## src/rtl/rv32i_rtype_epu_dispatch.sv

```systemverilog
// rv32i_rtype_epu_dispatch
// Custom R-type instruction front end for an array of NUM_CH bias-add epilogue
// cores. Claimed instructions (opcode 0x33, funct7 F7_ID) dispatch X/Bias
// writes, START (with op mode), C reads, status reads and error clears.
// Ports:
//   clk, rst                      clock, synchronous active-high reset
//   instr_valid/ready, instr      CPU custom-instruction handshake and word
//   rs1_val, rs2_val, rd_addr     operands and destination register
//   rd_we, rd_waddr, rd_wdata     one-cycle writeback
//   core_start, core_mode         per-channel start pulse, latched op mode
//   core_busy/done/C_valid        per-channel status
//   x_*, b_*                      X and Bias write ports (one-hot strobes)
//   c_rd_*                        C read request / response per channel
//   err_any                       OR of sticky timeout / illegal flags
module rv32i_rtype_epu_dispatch #(
   parameter int unsigned NUM_CH  = 4,
   parameter int unsigned M       = 8,
   parameter int unsigned N       = 8,
   parameter int unsigned DATA_W  = 32,
   parameter int unsigned BYTE_W  = DATA_W / 8,
   parameter int unsigned ROW_W   = (M > 1) ? $clog2(M) : 1,
   parameter int unsigned COL_W   = (N > 1) ? $clog2(N) : 1,
   parameter int unsigned CH_W    = (NUM_CH > 1) ? $clog2(NUM_CH) : 1,
   parameter logic [6:0]  F7_ID   = 7'h04,
   parameter int unsigned TIMEOUT = 64
) (
   input  logic                     clk,
   input  logic                     rst,
   input  logic                     instr_valid,
   output logic                     instr_ready,
   input  logic [31:0]              instr,
   input  logic [31:0]              rs1_val,
   input  logic [31:0]              rs2_val,
   input  logic [4:0]               rd_addr,
   output logic                     rd_we,
   output logic [4:0]               rd_waddr,
   output logic [31:0]              rd_wdata,
   output logic [NUM_CH-1:0]        core_start,
   output logic [1:0]               core_mode,
   input  logic [NUM_CH-1:0]        core_busy,
   input  logic [NUM_CH-1:0]        core_done,
   input  logic [NUM_CH-1:0]        core_C_valid,
   output logic [NUM_CH-1:0]        x_we,
   output logic [NUM_CH-1:0]        b_we,
   output logic [ROW_W-1:0]         x_row,
   output logic [COL_W-1:0]         x_col,
   output logic [COL_W-1:0]         b_col,
   output logic [DATA_W-1:0]        x_wdata,
   output logic [DATA_W-1:0]        b_wdata,
   output logic [BYTE_W-1:0]        x_wmask,
   output logic [BYTE_W-1:0]        b_wmask,
   output logic [NUM_CH-1:0]        c_rd_en,
   output logic [ROW_W-1:0]         c_rd_row,
   output logic [COL_W-1:0]         c_rd_col,
   input  logic [NUM_CH*DATA_W-1:0] c_rd_rdata,
   input  logic [NUM_CH-1:0]        c_rd_rvalid,
   output logic                     err_any
);

   localparam int unsigned CNT_W = $clog2(TIMEOUT);

   typedef enum logic [0:0] {StIdle, StWaitC} state_t;

   state_t              state_q;
   logic [CH_W-1:0]     rd_ch_q;
   logic [CNT_W-1:0]    cnt_q;
   logic                err_timeout_q, err_illegal_q;

   logic [2:0]          funct3;
   logic                fire, ch_ok, illegal_set, timeout_set, clr_hit;
   logic [CH_W-1:0]     ch;
   logic [NUM_CH-1:0]   ch_onehot, start_acc;
   logic [31:0]         stat_word;
   logic [DATA_W-1:0]   rdata_sel;
   logic                rvalid_sel;
   logic                unused_bits;

   assign funct3      = instr[14:12];
   assign instr_ready = (state_q == StIdle);
   assign fire        = instr_valid && instr_ready && (instr[6:0] == 7'h33) &&
                        (instr[31:25] == F7_ID);
   // Range check uses the full 3-bit channel field so out-of-range values are
   // not aliased onto a real channel by truncation.
   assign ch_ok       = 32'(rs1_val[18:16]) < NUM_CH;
   assign ch          = rs1_val[16 +: CH_W];
   assign ch_onehot   = NUM_CH'(1) << ch;
   assign start_acc   = (rs2_val[1:0] == 2'd3) ? '0 : (rs1_val[NUM_CH-1:0] & ~core_busy);
   assign x_wmask     = '1;
   assign b_wmask     = '1;
   assign err_any     = err_timeout_q | err_illegal_q;
   assign unused_bits = ^{instr, rs1_val};

   always_comb begin
      stat_word                 = '0;
      stat_word[NUM_CH-1:0]     = core_busy;
      stat_word[8 +: NUM_CH]    = core_done;
      stat_word[16 +: NUM_CH]   = core_C_valid;
      stat_word[24]             = err_timeout_q;
      stat_word[25]             = err_illegal_q;
   end

   // Response mux for the channel latched at CRD; other channels are ignored.
   always_comb begin
      rdata_sel  = '0;
      rvalid_sel = 1'b0;
      for (int k = 0; k < NUM_CH; k++) begin
         if (rd_ch_q == CH_W'(k)) begin
            rdata_sel  = c_rd_rdata[k*DATA_W +: DATA_W];
            rvalid_sel = c_rd_rvalid[k];
         end
      end
   end

   always_comb begin
      illegal_set = 1'b0;
      if (fire) begin
         case (funct3)
            3'b000, 3'b001, 3'b011: illegal_set = !ch_ok;
            3'b010:                 illegal_set = (rs2_val[1:0] == 2'd3);
            3'b110, 3'b111:         illegal_set = 1'b1;
            default:                illegal_set = 1'b0;
         endcase
      end
   end

   assign timeout_set = (state_q == StWaitC) && !rvalid_sel && (cnt_q == CNT_W'(TIMEOUT - 1));
   assign clr_hit     = fire && (funct3 == 3'b101);

   always_ff @(posedge clk) begin
      if (rst) begin
         state_q       <= StIdle;
         rd_ch_q       <= '0;
         cnt_q         <= '0;
         err_timeout_q <= 1'b0;
         err_illegal_q <= 1'b0;
         rd_we         <= 1'b0;
         rd_waddr      <= '0;
         rd_wdata      <= '0;
         core_start    <= '0;
         core_mode     <= '0;
         x_we          <= '0;
         b_we          <= '0;
         x_row         <= '0;
         x_col         <= '0;
         b_col         <= '0;
         x_wdata       <= '0;
         b_wdata       <= '0;
         c_rd_en       <= '0;
         c_rd_row      <= '0;
         c_rd_col      <= '0;
      end else begin
         x_we       <= '0;
         b_we       <= '0;
         core_start <= '0;
         rd_we      <= 1'b0;
         // Set takes priority over a simultaneous clear.
         err_timeout_q <= timeout_set | (err_timeout_q & ~clr_hit);
         err_illegal_q <= illegal_set | (err_illegal_q & ~clr_hit);
         unique case (state_q)
            StIdle: begin
               if (fire) begin
                  rd_waddr <= rd_addr;
                  case (funct3)
                     3'b000: begin
                        if (ch_ok) begin
                           x_we    <= ch_onehot;
                           x_row   <= rs1_val[ROW_W-1:0];
                           x_col   <= rs1_val[ROW_W +: COL_W];
                           x_wdata <= rs2_val;
                        end else begin
                           rd_we    <= 1'b1;
                           rd_wdata <= '0;
                        end
                     end
                     3'b001: begin
                        if (ch_ok) begin
                           b_we    <= ch_onehot;
                           b_col   <= rs1_val[COL_W-1:0];
                           b_wdata <= rs2_val;
                        end else begin
                           rd_we    <= 1'b1;
                           rd_wdata <= '0;
                        end
                     end
                     3'b010: begin
                        core_start <= start_acc;
                        core_mode  <= rs2_val[1:0];
                        rd_we      <= 1'b1;
                        rd_wdata   <= 32'(start_acc);
                     end
                     3'b011: begin
                        if (ch_ok) begin
                           state_q  <= StWaitC;
                           rd_ch_q  <= ch;
                           cnt_q    <= '0;
                           c_rd_en  <= ch_onehot;
                           c_rd_row <= rs1_val[ROW_W-1:0];
                           c_rd_col <= rs1_val[ROW_W +: COL_W];
                        end else begin
                           rd_we    <= 1'b1;
                           rd_wdata <= '0;
                        end
                     end
                     3'b100: begin
                        rd_we    <= 1'b1;
                        rd_wdata <= stat_word;
                     end
                     default: begin
                        rd_we    <= 1'b1;
                        rd_wdata <= '0;
                     end
                  endcase
               end
            end
            StWaitC: begin
               if (rvalid_sel) begin
                  rd_we    <= 1'b1;
                  rd_wdata <= rdata_sel;
                  c_rd_en  <= '0;
                  state_q  <= StIdle;
               end else if (timeout_set) begin
                  rd_we    <= 1'b1;
                  rd_wdata <= 32'hDEAD_BEEF;
                  c_rd_en  <= '0;
                  state_q  <= StIdle;
               end else begin
                  cnt_q <= cnt_q + 1'b1;
               end
            end
            default: state_q <= StIdle;
         endcase
      end
   end

endmodule

```

## config.mk

```make
export PLATFORM = sky130hd
export DESIGN_NAME = rv32i_rtype_epu_dispatch
export DESIGN_NICKNAME = d
export VERILOG_FILES = /design/src/rtl/rv32i_rtype_epu_dispatch.sv
export SDC_FILE = /design/constraint.sdc
export NUM_CORES = 1
export LEC_CHECK = 0
export BUFFER_PORTS_ARGS = -buffer_cell sky130_fd_sc_hd__buf_2
export CAP_MARGIN = 20
export CORE_AREA = 2 2 151 153
export CTS_CLUSTER_DIAMETER = 120
export CTS_CLUSTER_SIZE = 28
export DETAILED_ROUTE_END_ITERATION = 6
export DIE_AREA = 0 0 153 155
export SLEW_MARGIN = 10
export SYNTH_ARGS = -nofsm -noshare
export SYNTH_HDL_FRONTEND = slang
export SYNTH_SLANG_ARGS = --single-unit
```

## constraint.sdc

```tcl
create_clock -name clk -period 6.6 [get_ports clk]
set_input_delay 1.32 -clock clk [delete_from_list [all_inputs] [get_ports clk]]
set_output_delay 1.32 -clock clk [all_outputs]
set_load 0.01 [all_outputs]
```

Yosys cells after proc, flatten, opt, wreduce, memory -nomap -nowiden
Index checks and enable logic that the tools add are counted.
{ "totals": {"regBits": 146, "ram_bits": 0, "n_memories": 0, "rom_bits": 0, "latch_bits": 0, "word_cells": 122, "output_inout_bits": 145} }
{ "op_classes": {"div_mod_pow": 0, "n_mux": 42, "reduce_logical": 23, "addsub": 1, "n_lt_le_gt_ge": 1, "shift": 1, "multipliers": 0, "n_eq_ne": 21, "bitwise": 13} }
{ "ops": {"columns": ["cell", "n"], "rows": [
  ["two-way mux 32 bit", 8],
  ["one-hot mux 32 bit (3 select lines)", 1],
  ["one-hot mux 32 bit (2 select lines)", 1],
  ["two-way mux 6 bit", 5],
  ["two-way mux 4 bit", 7],
  ["AND reduction 4 bit", 4],
  ["two-way mux 1 bit", 15],
  ["equality test 3 bit, second input constant", 4],
  ["one-hot mux 6 bit (2 select lines)", 1],
  ["OR reduction 4 bit", 3],
  ["one-hot mux 4 bit (2 select lines)", 1],
  ["equality test 7 x 3 -> 1 bit, second input constant", 1],
  ["equality test 7 x 6 -> 1 bit, second input constant", 1],
  ["adder 6 x 1 -> 6 bit, second input constant", 1],
  ["equality test 2 bit, second input constant", 3],
  ["equality test 3 x 2 -> 1 bit, second input constant", 2],
  ["equality test 6 bit, second input constant", 1],
  ["logical AND 1 bit", 6],
  ["!= test 2 x 1 -> 1 bit, second input constant", 3],
  ["inverter 1 bit", 6],
  ["AND reduction 3 bit", 2],
  ["AND reduction 5 bit", 1],
  ["bitwise AND 4 bit", 1],
  ["!= test 2 bit, second input constant", 2],
  ["17 further kinds", 22]
]} }

Longest topological paths before layout
Gate-level depths: netlist of the first run.
{ "depth": {"depth_word": 11, "ltp_mapped": 8, "mapped_depth_nobuf": 6} }

Worst setup path before layout of the first run
OpenSTA, ideal clock, no wires.
{ "synth_path": {"kind": "input to register", "from": "in instr[6]", "to": "reg b_wdata[13]", "cell_stages": 7, "arrival_ns": 3.213, "setup_ns": 0.070, "required_time_ns": 6.530, "path_slack_ns": 3.317, "path_cell_list": "or4_4 or4_1 buf_4 nor4_4 buf_6 nand2_1 a21oi_2"} }
{ "synth_between": {"elab_chain_cells": 4} }
{ "synth_rtl": {"columns": ["item", "line", "text"], "rows": [
  ["start, declared", "31", "input logic [31:0] instr,"],
  ["equality test 7 x 6 -> 1 bit", "80", "assign fire = instr_valid && instr_ready && (instr[6:0] == 7'h33) &&"],
  ["logical AND 1 bit (2 in series)", "80", null],
  ["AND reduction 4 bit (no source line)", null, null],
  ["end signal, assigned", "179", "b_wdata <= rs2_val;"],
  ["end, declared", "49", "output logic [DATA_W-1:0] b_wdata,"]
]} }
Every way passes these cells.
A chain may end at the register's enable or synchronous reset.

Worst setup path after layout of the first run
{ "layout_path": {"from": "in instr[6]", "to": "reg rd_wdata[9]"} }
{ "layout_between": {"elab_chain_cells": 5} }
{ "layout_rtl": {"columns": ["item", "line", "text"], "rows": [
  ["equality test 7 x 6 -> 1 bit", "80", null],
  ["logical AND 1 bit (2 in series)", "80", null],
  ["!= test 2 x 1 -> 1 bit (no source line)", null, null],
  ["AND reduction 3 bit (no source line)", null, null],
  ["end signal, assigned", "189", "rd_wdata <= 32'(start_acc);"],
  ["end signal, assigned", "206", "rd_wdata <= stat_word;"],
  ["end signal, assigned", "218", "rd_wdata <= rdata_sel;"],
  ["end, declared", "37", "output logic [31:0] rd_wdata,"]
]} }
Every way passes these cells.

==> flow_metrics.py, run 1 <==
metrics = {
    "floorplan": {
        "ios": 393,
        "coreArea_um2": 22230,
        "std_cell_rows": 55,
        "dieWidth_um": 153,
        "die-area_um2": 23720,
        "start_util_pct": 29.20,
        "die_h_um": 155,
    },
    "pwr": {
        "p_clk_share_pct": 50.3,
        "p_int_w": 0.001576,
        "power.total_w": 0.002020,
        "p_seq_share_pct": 43.6,
        "combPwrFrac_pct": 6.0,
        "ir_worst_vdd_v": 0.0001204,
        "power_density_nw_per_um2": 224.2,
        "switching_power_w": 0.0004444,
        "p_sw_share_pct": 21.99,
        "p_leak_nw": 3.771,
    },
    "clocking": {
        "post_cts_buffers": 0,
        "cts_root_buf": "clkbuf_16",
        "insertion_delay_ns": 0.41,
        "postCtsResizedCells": 0,
        "cts_tree": "yes",
        "cts-htree-levels": 4,
        "clkSlewWorstSetupHoldPaths_ns": 0.07,
        "cts_sinks": 146,
        "cts_buffers": 17,
        "hold_buffers": 0,
        "clockBufferDepth": 2,
    },
    "synth": {
        "synth.distinct_cells": 51,
        "syn_inst": 737,
        "synth_top_area_cell": "dfxtp_1",
        "async_flop_share_pct": 0,
        "synthTopCellsByArea": "dfxtp_1, mux4_2, nand2_1",
        "seq_area_frac_synth_pct": 45.03,
        "netlist_area_um2": 6491,
        "ys_seq_elements": 146,
        "synth_top_area_share_pct": 45.03,
        "syn_area_per_cell_um2": 8.808,
        "synth-edff-count": 0,
        "yosysWarnings": 0,
        "synth_top_flop_cell": "dfxtp_1",
    },
    "critical_path": {
        "worstSetupStartpointType": "input pin",
        "end_kind": "register",
        "crit_required_ns": 6.90,
        "worstPathMaxFanout": 15,
        "cp.arrival_ns": 3.91,
        "path_class": "in2reg",
    },
    "placement": {
        "dp_slack_ns": 2.126,
        "place_congestion": 0.7968,
        "dp.cells": 1318,
        "dpl.hpwl_um": 16430,
        "io_buffer_count": 346,
    },
    "run_status": {
        "status": "complete, no violations",
    },
    "run": {
        "maxCapViolations": 0,
    },
    "global_routing": {
        "grt_pass1_vias": 6169,
        "grt_max_degree": 82,
        "grt_antenna_before_repair": 4,
        "grt_first_pass_wirelength_um": 33570,
        "track_usage_pct": 17.87,
        "overflow": 0,
    },
    "routing": {
        "antenna_left": 0,
        "vias_per_cell": 4.807,
        "drt_first_iter_violations": 394,
        "dr.pass1.iters": 4,
        "drc": 0,
        "route.detailed.wl_per_inst_um": 16.13,
        "drt_wl_total_um": 21850,
        "num_vias": 6509,
    },
    "sta": {
        "fin_skew_ns": 0.01152,
        "slew_headroom_pct": 27.02,
        "fmax_mhz": 276.9,
        "finalMaxSlewViolations": 0,
        "finalWorstSetupSlack_ns": 2.988,
        "rsz0062_at_grt": "false",
        "tightest_slew_ns": 1.090,
        "fin_crit_ns": 3.612,
        "fin_setup_tns_ns": 0,
        "post-route-period-util_pct": 54.72,
        "setup_violations": 0,
        "hold_violations": 0,
    },
    "finish": {
        "drive_gt1_share_pct": 41.50,
        "finalNetCount": 1302,
        "instances_no_fill": 1354,
        "syn_to_final_growth_pct": 38.80,
        "layout_common_cells": "buf_2, nand2_1, dfxtp_1",
        "fill_cells": 2331,
        "final_common_cell": "buf_2",
    },
    "min_path": {
        "worstHoldPathType": "reg2reg",
    },
}
area by class of cell:
cell class | count | area (µm²) | area share [%]
inverters | 16 | 60.06 | 0.6666
flip-flops and latches | 146 | 2925 | 32.47
clock inverters | 13 | 181.4 | 2.014
multi-input cells | 517 | 3242 | 35.98
clock buffers | 18 | 429.2 | 4.763
diodes | 4 | 10.01 | 0.1111
well taps | 285 | 356.6 | 3.958
repair buffers | 355 | 1805 | 20.04
stage by stage:
step	area [µm²]	hold slack [ns]	utilization [%]
6_report	9010	0.4498	40.53
5_1_grt	9010	0.4659	40.53
4_1_cts	8989	0.4488	40.44
3_5_place_dp	8378	0.4408	37.69
3_3_place_gp	8378	0.4372	37.69
2_1_floorplan	6518	0.4684	-
kinds of logic after synthesis:
group,after synthesis,synth area share (%)
simple gates,272,18.56
compound gates,196,17.95
flops,146,45.03
buf+inv,81,5.686
mux,39,12.39
fa+ha+maj,1,0.1927
other cells,1,0.05777
xor+xnor,1,0.1350
cells in the mapped netlist (all sizes together) (7+ instances only):
| master | number |
|---|---|
| inv | 16 |
| mux4 | 33 |
| o211ai | 13 |
| dfxtp | 146 |
| clkbuf | 44 |
| o21ai | 36 |
| nand3 | 10 |
| nand2 | 190 |
| buf | 21 |
| nor2 | 23 |
| nor3 | 9 |
| a21oi | 121 |
| nor4 | 7 |
| a2111oi | 7 |
power by group through the flow:
stage	clock, W	sequential, W	combinational (W)
global route	0.00108	0.000880	0.000133
CTS	0.00105	0.000881	0.000123
detailed placement	0	0.000901	0.000123
global placement	0	0.000901	0.000121
finish	0.00102	0.000881	0.000122
floorplan	0	0.000901	0.0000475
worst paths after layout:
path | start | end | slack, ns | depth (start not counted)
worst max-delay path | instr[6] | rd_wdata[9]$_SDFFE_PP0P_ | 2.99 | 6
worst min-delay path | rd_waddr[4]$_SDFFE_PP0P_ | rd_waddr[4]$_SDFFE_PP0P_ | 0.45 | 2
worst max register to register | rd_ch_q[0]$_SDFFE_PP0P_ | rd_wdata[16]$_SDFFE_PP0P_ | 3.47 | 6
worst min register to register | rd_waddr[4]$_SDFFE_PP0P_ | rd_waddr[4]$_SDFFE_PP0P_ | 0.45 | 2
routing by layer:
| layer | wire (µm) | global-route usage (%) | part of all wire [%] |
|---|---|---|---|
| met1 | 9005 | 21.14 | 41 |
| met2 | 11110 | 32.12 | 51 |
| met3 | 1253 | 3.510 | 5.7 |
| met4 | 476 | 6.702 | 2.2 |
| met5 | 0 | 0 | 0 |
registers in the layout, indices dropped and copies added (netlist names):
name           cells
rd_wdata          32
b_col              3
c_rd_en            4
x_wdata           32
state_q            1
c_rd_col           3
rd_we              1
cnt_q              6
c_rd_row           3
x_we               4
err_illegal_q      1
b_wdata           32
err_timeout_q      1
core_mode          2
core_start         4
x_col              3
b_we               4
x_row              3
rd_waddr           5
rd_ch_q            2
critical path, stage by stage:
cell	delay, ns
buf_2	0.10
or4_4	0.55
nor4_4	0.77
a21oi_2	0.19
or2_1	0.50
a2111oi_0	0.47
No activity file was read; power rests on OpenSTA's default activity.
==> run 2, diff against run 1 <==
--- a/config.mk
+++ b/config.mk
@@ -7,11 +7,11 @@
 export LEC_CHECK = 0
 export BUFFER_PORTS_ARGS = -buffer_cell sky130_fd_sc_hd__buf_2
 export CAP_MARGIN = 20
-export CORE_AREA = 2 2 151 153
+export CORE_AREA = 2 2 153 155
 export CTS_CLUSTER_DIAMETER = 120
 export CTS_CLUSTER_SIZE = 28
 export DETAILED_ROUTE_END_ITERATION = 6
-export DIE_AREA = 0 0 153 155
+export DIE_AREA = 0 0 155 157
 export SLEW_MARGIN = 10
 export SYNTH_ARGS = -nofsm -noshare
 export SYNTH_HDL_FRONTEND = slang
==> constraint.sdc (replaced) <==
create_clock -name clk -period 3.09 [get_ports clk]
set_input_delay 0.618 -clock clk [delete_from_list [all_inputs] [get_ports clk]]
set_output_delay 0.618 -clock clk [all_outputs]
set_load 0.01 [all_outputs]
==> flow_metrics.py, run 2 (synthesis results as in run 1) <==
metrics = {
    "clocking": {
        "postCtsResizedCells": 0,
        "cts_buffers": 17,
        "hold_buffers": 0,
        "cts-htree-levels": 4,
        "post_cts_buffers": 0,
        "insertion_delay_ns": 0.42,
        "cts_tree": "yes",
        "clkSlewWorstSetupHoldPaths_ns": 0.07,
        "clockBufferDepth": 2,
        "cts_root_buf": "clkbuf_16",
        "cts_sinks": 146,
    },
    "floorplan": {
        "ios": 393,
        "std_cell_rows": 55,
        "dieWidth_um": 155,
        "die-area_um2": 24340,
        "die_h_um": 157,
        "coreArea_um2": 22500,
        "start_util_pct": 28.85,
    },
    "sta": {
        "slew_headroom_pct": 42.15,
        "fmax_mhz": 422.4,
        "hold_violations": 0,
        "fin_skew_ns": 0.01239,
        "hold_slack_ns": 0.3875,
        "fin_crit_ns": 2.368,
        "tightest_slew_ns": 0.8677,
        "finalWorstSetupSlack_ns": 0.7224,
        "finalMaxSlewViolations": 0,
        "setup_violations": 0,
        "rsz0062_at_grt": "false",
        "fin_setup_tns_ns": 0,
        "post-route-period-util_pct": 76.62,
    },
    "global_routing": {
        "track_usage_pct": 18.69,
        "grt_antenna_before_repair": 2,
        "grt_max_degree": 74,
        "grt_first_pass_wirelength_um": 35050,
        "grt_pass1_vias": 6342,
        "overflow": 0,
    },
    "finish": {
        "syn_to_final_growth_pct": 40.30,
        "top_regs": "b_wdata (32), rd_wdata (32), x_wdata (32)",
        "finalNetCount": 1311,
        "drive_gt1_share_pct": 41.99,
        "layout_common_cells": "buf_2, nand2_1, dfxtp_1",
        "instances_no_fill": 1362,
        "final_common_cell": "buf_2",
    },
    "critical_path": {
        "crit_chain": "buf_2, or4_4, or4_1, or3_1, nor3b_1",
        "worstPathMaxFanout": 6,
        "cpMaxStageDelayCell": "or4_1",
        "critPathMaxStageDelay_ns": 0.69,
        "path_class": "in2reg",
        "end_kind": "register",
        "crit_required_ns": 3.42,
        "worstSetupStartpointType": "input pin",
        "cp.arrival_ns": 2.70,
    },
    "run_status": {
        "status": "complete, no violations",
    },
    "pwr": {
        "p_clk_share_pct": 50.1,
        "switching_power_w": 0.0009809,
        "power.total_w": 0.004318,
        "p_sw_share_pct": 22.72,
        "p_seq_share_pct": 43.6,
        "p_leak_nw": 3.830,
        "power_density_nw_per_um2": 474.1,
        "p_int_w": 0.003337,
        "ir_worst_vdd_v": 0.0002265,
        "combPwrFrac_pct": 6.3,
    },
    "placement": {
        "dp_slack_ns": 0.3092,
        "place_congestion": 0.8404,
        "io_buffer_count": 346,
        "dp.cells": 1328,
        "dpl.hpwl_um": 17660,
    },
    "routing": {
        "dr.pass1.iters": 4,
        "drt_wl_total_um": 23260,
        "vias_per_cell": 4.861,
        "route.detailed.wl_per_inst_um": 17.08,
        "drc": 0,
        "num_vias": 6621,
        "antenna_left": 0,
        "drt_first_iter_violations": 363,
    },
    "min_path": {
        "worstHoldPathType": "in2reg",
    },
    "run": {
        "maxCapViolations": 0,
    },
}
-- run 2: per-layer routing --
metal | GRT usage, % | vias up | share of wire, %
li1 | - | 3226 | -
met1 | 20.91 | 3077 | 39
met2 | 34.75 | 289 | 53
met3 | 3.662 | 29 | 6.0
met4 | 7.540 | 0 | 2.3
met5 | 0 | - | 0
-- run 2: metrics by stage --
stage | utilization [%] | cell area, µm²
2_1_floorplan | - | 6518
3_3_place_gp | 37.73 | 8491
3_5_place_dp | 37.73 | 8491
4_1_cts | 40.44 | 9100
5_1_grt | 40.46 | 9105
6_report | 40.47 | 9107
-- run 2: worst max-delay path: cells and delay by family --
family | cells | cell delay [ns]
buffers and inverters | 1 | 0.09
and+or+nand+nor | 4 | 1.98
-- run 2: cell type report --
cell class / count / area, µm²
clock buffers: 20 / 456.7
diodes: 3 / 7.507
repair buffers: 364 / 1907
well taps: 285 / 356.6
flip-flops and latches: 146 / 2925
clock inverters: 11 / 152.6
fillers: 2353 / 13400
inverters: 16 / 60.06
multi-input cells: 517 / 3242
-- run 2: power by group through the flow --
stage               combinational, W  clock [W]  sequential (W)
floorplan                   0.000102          0         0.00192
global placement            0.000272          0         0.00192
detailed placement          0.000275          0         0.00192
CTS                         0.000276    0.00222         0.00188
global route                0.000297    0.00228         0.00188
finish                      0.000272    0.00216         0.00188
-- run 2: final timing paths --
path / startpoint / endpoint / slack [ns] / cells past startpoint
worst min-delay path: core_busy[1] / core_start[1]$_SDFF_PP0_ / 0.39 / 2
worst max-delay path: instr[6] / core_start[2]$_SDFF_PP0_ / 0.72 / 5
worst max register to register: rd_ch_q[0]$_SDFFE_PP0P_ / cnt_q[2]$_SDFFE_PP0P_ / 0.78 / 7
worst min register to register: c_rd_row[2]$_SDFFE_PP0P_ / c_rd_row[2]$_SDFFE_PP0P_ / 0.45 / 2
==> run 3, diff against run 2 <==
--- a/config.mk
+++ b/config.mk
@@ -5,13 +5,14 @@
 export SDC_FILE = /design/constraint.sdc
 export NUM_CORES = 1
 export LEC_CHECK = 0
+export ABC_AREA = 1
 export BUFFER_PORTS_ARGS = -buffer_cell sky130_fd_sc_hd__buf_2
 export CAP_MARGIN = 20
-export CORE_AREA = 2 2 153 155
+export CORE_AREA = 2 2 151 153
 export CTS_CLUSTER_DIAMETER = 120
 export CTS_CLUSTER_SIZE = 28
 export DETAILED_ROUTE_END_ITERATION = 6
-export DIE_AREA = 0 0 155 157
+export DIE_AREA = 0 0 153 155
 export SLEW_MARGIN = 10
 export SYNTH_ARGS = -nofsm -noshare
 export SYNTH_HDL_FRONTEND = slang
==> constraint.sdc (replaced) <==
create_clock -name clk -period 1.99 [get_ports clk]
set_input_delay 0.398 -clock clk [delete_from_list [all_inputs] [get_ports clk]]
set_output_delay 0.398 -clock clk [all_outputs]
set_load 0.01 [all_outputs]
==> flow_metrics.py, run 3 <==
metrics = {
    "clocking": {
        "cts_sinks": 146,
        "post_cts_buffers": 0,
        "cts_tree": "yes",
        "clkSlewWorstSetupHoldPaths_ns": 0.06,
        "clockBufferDepth": 2,
        "cts-htree-levels": 4,
        "cts_buffers": 17,
        "postCtsResizedCells": 0,
        "hold_buffers": 0,
        "cts_root_buf": "clkbuf_16",
        "insertion_delay_ns": 0.42,
    },
    "sta": {
        "slew_headroom_pct": 66.63,
        "fmax_mhz": 566.5,
        "rsz0062_at_grt": "false",
        "hold_violations": 0,
        "fin_skew_ns": 0.009770,
        "fin_setup_tns_ns": 0,
        "setup_violations": 0,
        "fin_crit_ns": 1.765,
        "finalMaxSlewViolations": 0,
        "tightest_slew_ns": 0.5006,
        "post-route-period-util_pct": 88.71,
    },
    "finish": {
        "layout_common_cells": "buf_2, nand2_1, nor2_1",
        "drive_gt1_share_pct": 31.96,
        "finalNetCount": 1617,
        "syn_to_final_growth_pct": 39.28,
        "instances_no_fill": 1669,
        "top_regs": "b_wdata (32), rd_wdata (32), x_wdata (32)",
        "final_common_cell": "buf_2",
    },
    "pwr": {
        "power.total_w": 0.006603,
        "p_leak_nw": 4.561,
        "power_density_nw_per_um2": 686.8,
        "ir_worst_vdd_v": 0.0005268,
    },
    "synth": {
        "syn_inst": 1036,
        "synth-edff-count": 0,
        "seq_area_frac_synth_pct": 42.34,
        "yosysWarnings": 0,
        "ys_seq_elements": 146,
        "synth_top_flop_cell": "dfxtp_1",
        "netlist_area_um2": 6903,
        "synth_top_area_share_pct": 42.34,
        "yosysMostFrequentCell": "nand2_1",
        "async_flop_share_pct": 0,
        "synth_common_cells": "nand2_1, nor2_1, dfxtp_1",
        "synth_top_area_cell": "dfxtp_1",
        "syn_area_per_cell_um2": 6.663,
        "synth.distinct_cells": 33,
        "synthTopCellsByArea": "dfxtp_1, nand2_1, nor2_1",
    },
    "min_path": {
        "hold_path_end": "c_rd_col[1]$_SDFFE_PP0P_",
        "worstHoldPathType": "in2reg",
        "hold_path.startpoint": "rs1_val[4]",
        "min_path_cells": 3,
    },
    "routing": {
        "drc": 0,
        "route.detailed.wl_per_inst_um": 15.30,
        "num_vias": 7914,
        "antenna_left": 0,
        "vias_per_cell": 4.742,
        "dr.pass1.iters": 7,
        "drt_first_iter_violations": 507,
        "drt_wl_total_um": 25540,
    },
    "global_routing": {
        "overflow": 0,
        "grt_antenna_before_repair": 6,
        "grt_max_degree": 52,
        "grt_pass1_vias": 7619,
        "track_usage_pct": 20.81,
        "grt_first_pass_wirelength_um": 39570,
    },
    "critical_path": {
        "rr_endpoint": "rd_wdata[8]$_SDFFE_PP0P_",
        "worstSetupStartpointType": "register",
        "worstPathMaxFanout": 18,
        "ff2ff_path_depth": 10,
        "end_kind": "register",
        "r2r_slack_ns": 0.22,
        "path_class": "reg2reg",
        "crit_required_ns": 2.29,
        "r2r-start": "rd_ch_q[1]$_SDFFE_PP0P_",
        "cp.arrival_ns": 2.07,
    },
    "run_status": {
        "status": "complete, no violations",
    },
    "placement": {
        "dp.cells": 1634,
        "place_congestion": 0.8702,
        "dpl.hpwl_um": 19610,
        "io_buffer_count": 346,
    },
    "floorplan": {
        "die_h_um": 155,
        "start_util_pct": 31.06,
        "ios": 393,
        "die-area_um2": 23720,
        "dieWidth_um": 153,
        "coreArea_um2": 22230,
        "std_cell_rows": 55,
    },
    "run": {
        "maxCapViolations": 0,
    },
}
-- run 3: final cells by class --
cell class | instances | area [µm²]
clock inverter | 13 | 148.9
antenna | 4 | 10.01
tap | 285 | 356.6
timing repair buffer | 378 | 2063
sequential | 146 | 2924
clock buffer | 18 | 429.2
inverter | 37 | 138.9
multi-input combinational | 788 | 3543
fill | 2368 | 12610
-- run 3: kinds of logic after synthesis --
kind of cell	share of synthesized area [%]
compound gates	14.21
xor+xnor	0.2538
fa+ha+maj	0.1812
buf+inv	6.942
flops	42.34
other cells	0.05433
simple gates	36.02
-- run 3: through the flow --
stage / cell area (µm²) / setup slack, ns / util (%) / hold slack, ns
floorplan: 6929 / 0.3743 / - / 0.4471
global placement: 9014 / 0.1710 / 40.55 / 0.4448
detailed placement: 9014 / 0.1445 / 40.55 / 0.4498
CTS: 9592 / 0.1246 / 43.15 / 0.2110
global route: 9609 / 0.0004841 / 43.23 / 0.2349
finish: 9614 / 0.2247 / 43.25 / 0.2234
-- run 3: routing by layer --
layer	global-route usage [%]	part of all wire, %
met1	22.74	39
met2	37.03	49
met5	0	0.11
met3	6.852	8.4
met4	8.907	3.2
-- run 3: power by group --
group,internal (W),total (W),switching (W)
clock,0.00187,0.00320,0.00134
sequential,0.00292,0.00292,0.0000000151
combinational,0.000217,0.000477,0.000261
total,0.00500,0.00660,0.00160
-- run 3: worst max path at each step --
stage	slack, ns	from	end
2_1_floorplan	0.37	instr[26]	x_wdata[18]$_SDFFE_PP0P_
4_1_cts	0.12	cnt_q[0]$_SDFFE_PP0P_	rd_wdata[4]$_SDFFE_PP0P_
6_report	0.22	rd_ch_q[1]$_SDFFE_PP0P_	rd_wdata[8]$_SDFFE_PP0P_
3_5_place_dp	0.14	cnt_q[0]$_SDFFE_PP0P_	rd_wdata[16]$_SDFFE_PP0P_
3_3_place_gp	0.17	cnt_q[0]$_SDFFE_PP0P_	rd_wdata[22]$_SDFFE_PP0P_
5_1_grt	0.0005	rd_ch_q[1]$_SDFFE_PP0P_	rd_wdata[8]$_SDFFE_PP0P_
-- run 3: worst max-delay path, cell delays in order, from the launching register on --
cell and delay, ns:
dfxtp_1 0.45, buf_4 0.26, inv_2 0.08, nor2_1 0.31
nand2_1 0.09, nand2_1 0.07, o21ai_0 0.10, nand2_1 0.11
nand2_1 0.05, nor2_1 0.08, nor2_1 0.05
